--- config.mk ---
export PLATFORM = sky130hd
export DESIGN_NAME = fir_stream_sequencer
export DESIGN_NICKNAME = d
export VERILOG_FILES = /design/src/rtl/fir_stream_sequencer.sv
export SDC_FILE = /design/constraint.sdc
export NUM_CORES = 1
export LEC_CHECK = 0
export CORE_UTILIZATION = 30
export DETAILED_ROUTE_END_ITERATION = 6
export MAX_ROUTING_LAYER = met4
export PLACE_DENSITY = 0.62
export SLEW_MARGIN = 25
export SYNTH_ARGS = -nofsm -noshare
export SYNTH_HDL_FRONTEND = slang
export SYNTH_SLANG_ARGS = --single-unit
--- constraint.sdc ---
create_clock -name i_clk -period 7.5 [get_ports i_clk]
set_input_delay 0.75 -clock i_clk [delete_from_list [all_inputs] [get_ports i_clk]]
set_output_delay 0.75 -clock i_clk [all_outputs]
set_load 0.03 [all_outputs]
--- src/rtl/fir_stream_sequencer.sv ---
// fir_stream_sequencer: paces ADC samples into a shared FIR, hides its
// warm-up transient and restarts it on source errors or output starvation.
module fir_stream_sequencer #(
   parameter int DATA_W      = 14,
   parameter int OUT_W       = 18,
   parameter int DIV_W       = 16,
   parameter int RST_CYCLES  = 16,
   parameter int WARMUP_OUTS = 64,
   parameter int TIMEOUT     = 4096
) (
   input  logic              i_clk,
   input  logic              i_rstn,
   input  logic              i_enable,
   input  logic [DIV_W-1:0]  i_rate_div,
   input  logic [DATA_W-1:0] i_adc_data,
   output logic              o_fir_rstn,
   output logic              o_sink_valid,
   output logic [DATA_W-1:0] o_sink_data,
   input  logic              i_source_valid,
   input  logic [OUT_W-1:0]  i_source_data,
   input  logic [1:0]        i_source_err,
   output logic [OUT_W-1:0]  o_data,
   output logic              o_data_valid,
   output logic [2:0]        o_state,
   output logic [7:0]        o_err_cnt
);

   typedef enum logic [2:0] {
      IDLE    = 3'd0,
      FIR_RST = 3'd1,
      WARMUP  = 3'd2,
      RUN     = 3'd3,
      FAULT   = 3'd4
   } state_t;

   localparam int RW = $clog2(RST_CYCLES + 1);
   localparam int WW = $clog2(WARMUP_OUTS + 1);
   localparam int TW = $clog2(TIMEOUT + 1);

   localparam logic [RW-1:0]    RST_LAST  = RW'(RST_CYCLES - 1);
   localparam logic [WW-1:0]    WARM_LAST = WW'(WARMUP_OUTS - 1);
   localparam logic [TW-1:0]    WDOG_LAST = TW'(TIMEOUT - 1);
   localparam logic [DIV_W-1:0] DIV_ONE   = DIV_W'(1);

   state_t            state, state_nx;
   logic [RW-1:0]     rst_cnt, rst_cnt_nx;
   logic [DIV_W-1:0]  div_cnt, div_cnt_nx;
   logic [DIV_W-1:0]  div_lat, div_lat_nx;
   logic [WW-1:0]     warm_cnt, warm_nx;
   logic [TW-1:0]     wdog, wdog_nx;
   logic              fir_rstn_nx;
   logic              sink_valid_nx;
   logic [DATA_W-1:0] sink_data_nx;
   logic [OUT_W-1:0]  data_nx;
   logic              data_valid_nx;
   logic [7:0]        err_cnt_nx;

   logic              err;
   logic              wrap;
   logic              timeout;
   logic              active;
   logic [DIV_W-1:0]  rate_eff;

   always_comb begin
      state_nx      = state;
      rst_cnt_nx    = '0;
      div_cnt_nx    = '0;
      div_lat_nx    = div_lat;
      warm_nx       = '0;
      wdog_nx       = '0;
      sink_valid_nx = 1'b0;
      sink_data_nx  = o_sink_data;
      data_nx       = o_data;
      data_valid_nx = 1'b0;
      err_cnt_nx    = o_err_cnt;

      err      = |i_source_err;
      rate_eff = (i_rate_div == '0) ? DIV_ONE : i_rate_div;
      wrap     = (div_cnt == div_lat - DIV_ONE);
      timeout  = !i_source_valid && (wdog == WDOG_LAST);

      unique case (state)
         IDLE: begin
            if (i_enable) state_nx = FIR_RST;
         end
         FIR_RST: begin
            rst_cnt_nx = rst_cnt + RW'(1);
            // period for the first WARMUP strobe is the rate seen at entry
            div_lat_nx = rate_eff;
            if (rst_cnt == RST_LAST) state_nx = WARMUP;
         end
         WARMUP, RUN: begin
            warm_nx    = warm_cnt;
            div_cnt_nx = wrap ? '0 : div_cnt + DIV_ONE;
            wdog_nx    = i_source_valid ? '0 : wdog + TW'(1);
            if (wrap) begin
               sink_valid_nx = 1'b1;
               sink_data_nx  = i_adc_data;
               div_lat_nx    = rate_eff;
            end
            if (err || timeout) begin
               state_nx = FAULT;
            end else if (i_source_valid) begin
               if (state == WARMUP) begin
                  if (warm_cnt == WARM_LAST) state_nx = RUN;
                  else warm_nx = warm_cnt + WW'(1);
               end else begin
                  data_nx       = i_source_data;
                  data_valid_nx = 1'b1;
               end
            end
         end
         FAULT: begin
            state_nx = FIR_RST;
         end
         default: begin
            state_nx = IDLE;
         end
      endcase

      if (state_nx == FAULT) begin
         err_cnt_nx = (o_err_cnt == 8'hff) ? o_err_cnt : o_err_cnt + 8'd1;
      end

      if (!i_enable) begin
         state_nx      = IDLE;
         data_valid_nx = 1'b0;
         err_cnt_nx    = o_err_cnt;
      end

      active      = (state_nx == WARMUP) || (state_nx == RUN);
      fir_rstn_nx = active;
      if (!active) sink_valid_nx = 1'b0;
   end

   always_ff @(posedge i_clk) begin
      if (!i_rstn) begin
         state        <= IDLE;
         rst_cnt      <= '0;
         div_cnt      <= '0;
         div_lat      <= DIV_ONE;
         warm_cnt     <= '0;
         wdog         <= '0;
         o_fir_rstn   <= 1'b0;
         o_sink_valid <= 1'b0;
         o_sink_data  <= '0;
         o_data       <= '0;
         o_data_valid <= 1'b0;
         o_err_cnt    <= '0;
      end else begin
         state        <= state_nx;
         rst_cnt      <= rst_cnt_nx;
         div_cnt      <= div_cnt_nx;
         div_lat      <= div_lat_nx;
         warm_cnt     <= warm_nx;
         wdog         <= wdog_nx;
         o_fir_rstn   <= fir_rstn_nx;
         o_sink_valid <= sink_valid_nx;
         o_sink_data  <= sink_data_nx;
         o_data       <= data_nx;
         o_data_valid <= data_valid_nx;
         o_err_cnt    <= err_cnt_nx;
      end
   end

   assign o_state = state;

endmodule

==> impl_metrics.toml, run 1 <==
[power_and_ir_drop]
pwr-share-comb_pct = 7.8
p_clk_share_pct = 40.6
powerDensity_nw_per_um2 = 176
p_leak_nw = 2.15
power.share.sequential_pct = 51.6
switching_share_pct = 23.5
p_switching_w = 0.000253
vdd_drop_max_uv = 118
internal_power_w = 0.000825

[die]
core_um2 = 15200
dieWidth_um = 127
ioPinCount = 100
die_y_um = 127
die-area_um2 = 16100
num_rows = 45
start_util_pct = 30.8

[global_routing]
grt_pass1_vias = 3718
grtUsageTotal_pct = 13.8
grt_overflow = 0
grt_pass1_wl_um = 17400
antenna_found_initial = 0
grt_max_degree = 78

[routing]
dr.pass1.iters = 4
wl_um = 10600
ant_nets = 0
viasPerCell = 4.76
vias = 3909
drtIter0Drc = 203
wl_per_cell_um = 12.9
drcViolationCount = 0

[synthesis]
synth_top_area_cell = "dfxtp_1"
yosysWarnings = 0
synth_flop_cell = "dfxtp_1"
syn_nets = 598
ys_seq_elements = 103
syn_inst = 537
syn_area_per_cell_um2 = 8.73
synthTopCellsByArea = "dfxtp_1 44%, nand2_1 7.8%, mux2i_1 6.6%"
synth-async-reset-ratio_pct = 0
seq_area_frac_synth_pct = 44.0
synth_cell_type_count = 48
synth_area_um2 = 4690
synth_edf_count = 0
synth_top_area_share_pct = 44.0

[placement]
dpl_worst_slack_ns = 4.33
gp_congestion = 0.807
dp_hpwl_um = 7810
dpl.cell_count = 806
portBuffers = 99

[run_status]
outcome = "complete, no violations"

[worst_setup_path]
cp_slowest_cell = "or3b_2"
cp.arrival_ns = 3.40
worstPathCellList = "inv_1 -> ha_1 -> or3b_2 -> nor2_1 -> xnor2_1 -> or3_1 -> nor4_4 -> buf_4 -> nor2_2 -> buf_4 -> mux2_2"
crit_top_cell = "buf_4"
cp_max_fo = 16
end_kind = "register"
cp_data_required_time_ns = 7.74
crit_type = "reg2reg"
cp-start-kind = "register"
slowest_delay_ns = 0.50

[timing]
worstMarginPinSlew_ns = 0.721
rsz0062_at_grt = "no"
fmax_mhz = 316
timing.setup.tns_ns = 0
fin_crit_ns = 3.17
setup_viol = 0
hold_viol_final = 0
setup_ws_ns = 4.33
post-route-period-util_pct = 42.2
maxSlewHeadroom_pct = 51.5
drv_slew = 0
fin_skew_ns = 0.00812

[flow_run]
cap_violations = 0

[clocking]
root_buffer = "clkbuf_16"
holdBufCountCts = 0
htreeDepth = 3
numCtsBuffers = 9
clock_latency_ns = 0.34
clock_sinks = 103
cts_tree = "built"
cts_buffer_depth = 2
post_cts_buffers = 0
clk_pin_slew_ns = 0.07
cts-resized-gates = 0

[min_path]
hold_path_class = "reg2reg"

[final_layout]
drive_gt1_share_pct = 4.26
finalNonFillerCells = 822
nets = 690
syn_to_final_growth_pct = 30.6
n_antenna_cell = 0
## worst paths after layout
kind,slack (ns),startpoint,end,cells after the start
setup reg to reg,4.33,div_lat[0],div_lat[0],11
hold / removal,0.45,rst_cnt[0],rst_cnt[0],1
hold reg to reg,0.45,rst_cnt[0],rst_cnt[0],1
setup / recovery,4.33,div_lat[0],div_lat[0],11
## area by class of cell
class,instances,area [um^2]
Sequential cell,103,2060
Timing Repair Buffer,102,1010
Fill cell,1473,9080
Multi-Input combinational cell,404,2510
Clock buffer,10,229
Clock inverter,6,46.3
Inverter,9,33.8
Tap cell,188,235
## worst max-delay path, delay by kind of cell, from the launching register on
kind / cells / cell delay [ns]
AND/OR/NAND/NOR: 5 / 1.42
adder cells (fa/ha/maj): 1 / 0.25
flip-flops: 1 / 0.35
XOR/XNOR: 1 / 0.11
buffers and inverters: 3 / 0.63
multiplexers: 1 / 0.29
## metrics by stage
stage | hold slack (ns) | total power [W] | instance area, um^2 | util (%)
3_5_place_dp | 0.443 | 0.000653 | 5840 | 38.4
2_1_floorplan | 0.418 | 0.000612 | 4690 | -
6_report | 0.449 | 0.00108 | 6120 | 40.3
4_1_cts | 0.453 | 0.00109 | 6120 | 40.2
5_1_grt | 0.467 | 0.00112 | 6120 | 40.3
3_3_place_gp | 0.427 | 0.000652 | 5840 | 38.4
## power by group through the flow
stage	Combinational [W]	Sequential (W)	Clock (W)
detailed placement	0.0000831	0.000569	0
CTS	0.0000837	0.000557	0.000453
finish	0.0000837	0.000557	0.000438
global placement	0.0000832	0.000569	0
floorplan	0.0000448	0.000567	0
global route	0.0000912	0.000557	0.000475
## cell usage after synthesis (5+ instances only)
cell and n:
nor3_1 11, ha_1 7, nor2b_1 18, mux2i_1 31, nand2_1 97, inv_1 9
clkbuf_1 19, dfxtp_1 103, o21ai_0 5, nand4_1 9, a21oi_1 8, xor2_1 30
nand3_1 21, and3_1 10, xnor2_1 27, or3_1 6, nor4_1 10, a21boi_0 20
nor2_1 55
## routing by layer
layer	track usage [%]	up-vias	part of all wire (%)
li1	-	1999	-
met1	17.1	1795	49
met2	22.1	106	44
met3	3.43	9	5.4
met4	3.99	0	1.3
met5	-	-	0
## registers in the layout, indices dropped and copies added, names as in the netlist
signal / count
o_state: 3
warm_cnt: 7
div_cnt: 16
o_fir_rstn: 1
o_err_cnt: 8
rst_cnt: 5
o_sink_data: 14
wdog: 13
div_lat: 16
o_data_valid: 1
o_sink_valid: 1
o_data: 18
## kinds of logic (layout without fill, tap and decap cells)
family                     after synthesis  in the layout  synth area share [%]
buffers and inverters                   30            127                  2.64
muxes                                   32             32                  6.86
DFF                                    103            103                  44.0
adders and majority gates                7              7                  1.87
and+or+nand+nor                        257            257                  26.0
AOI/OAI and AO/OA                       50             50                  7.50
xor gates and xnor gates                58             58                  11.1
## cell usage in the layout (no fill, tap or decap), drive strengths merged, types with 4 or more instances in the layout
cell type      instances
nor3                  11
mux2i                 31
inv                   10
clkdlybuf4s50         98
xnor2                 27
nand3                 21
ha                     7
buf                    4
dfxtp                103
nor2                  56
or4                    4
xor2                  30
nand2                 97
clkbuf                10
a21boi                20
nor4                  11
o21ai                  5
clkinv                 4
and3                  10
nor2b                 18
or3                    6
nand4                  9
a21oi                  8
(Power assumes the default switching activity.)
==> run 2: changes to the inputs <==
--- a/config.mk
+++ b/config.mk
@@ -8,7 +8,7 @@
 export CORE_UTILIZATION = 30
 export DETAILED_ROUTE_END_ITERATION = 6
 export MAX_ROUTING_LAYER = met4
-export PLACE_DENSITY = 0.62
+export PLACE_DENSITY = 0.64
 export SLEW_MARGIN = 25
 export SYNTH_ARGS = -nofsm -noshare
 export SYNTH_HDL_FRONTEND = slang
==> constraint.sdc (replaced) <==
create_clock -name i_clk -period 2.79 [get_ports i_clk]
set_input_delay 0.279 -clock i_clk [delete_from_list [all_inputs] [get_ports i_clk]]
set_output_delay 0.279 -clock i_clk [all_outputs]
set_load 0.03 [all_outputs]
==> impl_metrics.toml, run 2 (synthesis gave the netlist of run 1 again) <==
[run_status]
outcome = "complete, no violations"

[power_and_ir_drop]
p_leak_nw = 2.25
powerDensity_nw_per_um2 = 478
vdd_drop_max_uv = 295
power_w = 0.00303

[placement]
portBuffers = 99
gp_congestion = 0.889
dp_hpwl_um = 8280
dpl_worst_slack_ns = 0.0443

[clocking]
clock_sinks = 103
root_buffer = "clkbuf_16"
holdBufCountCts = 0
cts-resized-gates = 0
clock_latency_ns = 0.35
clk_pin_slew_ns = 0.07
post_cts_buffers = 0
numCtsBuffers = 9
htreeDepth = 3
cts_tree = "built"
cts_buffer_depth = 2

[routing]
drcViolationCount = 0
drtIter0Drc = 167
wl_per_cell_um = 13.2
vias = 3939
wl_um = 11000
dr.pass1.iters = 4
viasPerCell = 4.71
ant_nets = 0

[timing]
setup_viol = 0
worstMarginPinSlew_ns = 0.744
fmax_mhz = 377
hold_ws_ns = 0.454
maxSlewHeadroom_pct = 50.3
drv_slew = 0
fin_crit_ns = 2.65
fin_skew_ns = 0.00727
setup_ws_ns = 0.137
post-route-period-util_pct = 95.1
hold_viol_final = 0

[worst_setup_path]
worstPathCellList = "or4_4 -> or4_4 -> a21oi_2 -> o22ai_2 -> nor4_4 -> buf_4 -> buf_12 -> mux2i_2 -> nor2b_1"
worstRegToRegCells = 9
cp_max_fo = 14
cp_slowest_cell = "or4_4"
cp-start-kind = "register"
slowest_delay_ns = 0.59
cp_data_required_time_ns = 3.04
end_kind = "register"
crit_top_cell = "or4_4"
cp.arrival_ns = 2.90
crit_type = "reg2reg"

[final_layout]
reg_top3 = "o_data x18, div_cnt x16, div_lat x16"
layout_commonest_cell = "dfxtp_1"
nFillCells = 1514
largest_register = "o_data"
final_cell_mix = "102 x dfxtp_1, 98 x clkdlybuf4s50_1, 97 x nand2_1"
syn_to_final_growth_pct = 35.0
drive_gt1_share_pct = 7.87
n_antenna_cell = 0
largest_reg_flops = 18
nets = 704

[die]
dieWidth_um = 127
ioPinCount = 100
die-area_um2 = 16100
core_um2 = 15200
num_rows = 45
start_util_pct = 30.8
die_y_um = 127

[global_routing]
grt_pass1_vias = 3926
grtUsageTotal_pct = 14.8
grt_pass1_wl_um = 18400
grt_max_degree = 35
grt_overflow = 0
antenna_found_initial = 0

[flow_run]
cap_violations = 0

[min_path]
hold_path_class = "reg2reg"
whs_path_depth = 1
## run 2: path summary, 6_finish.rpt
check	from	to	slack, ns
hold reg to reg	rst_cnt[0]	rst_cnt[0]	0.45
hold / removal	rst_cnt[0]	rst_cnt[0]	0.45
setup reg to reg	div_lat[0]	o_sink_data[3]	0.14
setup / recovery	div_lat[0]	o_sink_data[3]	0.14
## run 2: critical path, delay by kind of cell, from the launching register on
| kind | cells | cell delay [ns] |
|---|---|---|
| AO/OA/AOI/OAI | 2 | 0.28 |
| buffers and inverters | 2 | 0.33 |
| flip-flops | 1 | 0.34 |
| multiplexers | 1 | 0.21 |
| AND/OR/NAND/NOR | 4 | 1.38 |
## run 2: where the power goes
| group | total (W) | switching [W] | internal [W] |
|---|---|---|---|
| logic | 0.000256 | 0.000114 | 0.000142 |
| clock network | 0.00128 | 0.000574 | 0.000703 |
| registers | 0.00149 | 0.0000128 | 0.00148 |
## run 2: metal layers
metal / vias up / GRT usage (%) / share of wire [%]
li1: 2028 / - / -
met1: 1802 / 17.5 / 47
met2: 95 / 24.3 / 47
met3: 14 / 3.60 / 4.5
met4: 0 / 5.25 / 1.5
met5: - / - / 0
## run 2: layout make-up
type	instances	area, um^2	area share (%)
clock buffers	9	225	3.56
clock inverters	7	78.8	1.25
inverters	9	33.8	0.534
multi-input cells	404	2550	40.4
flip-flops and latches	103	2060	32.6
well taps	188	235	3.72
repair buffers	116	1140	18.0
## run 2: through the flow
step	TNS (ns)	cell area, um^2	cells	utilization (%)
after floorplan	-0.140	4720	537	-
after global placement	0	6000	820	39.5
after detailed placement	0	6000	820	39.5
after CTS	0	6300	836	41.5
after global routing	-0.00499	6330	836	41.6
final	0	6330	836	41.6
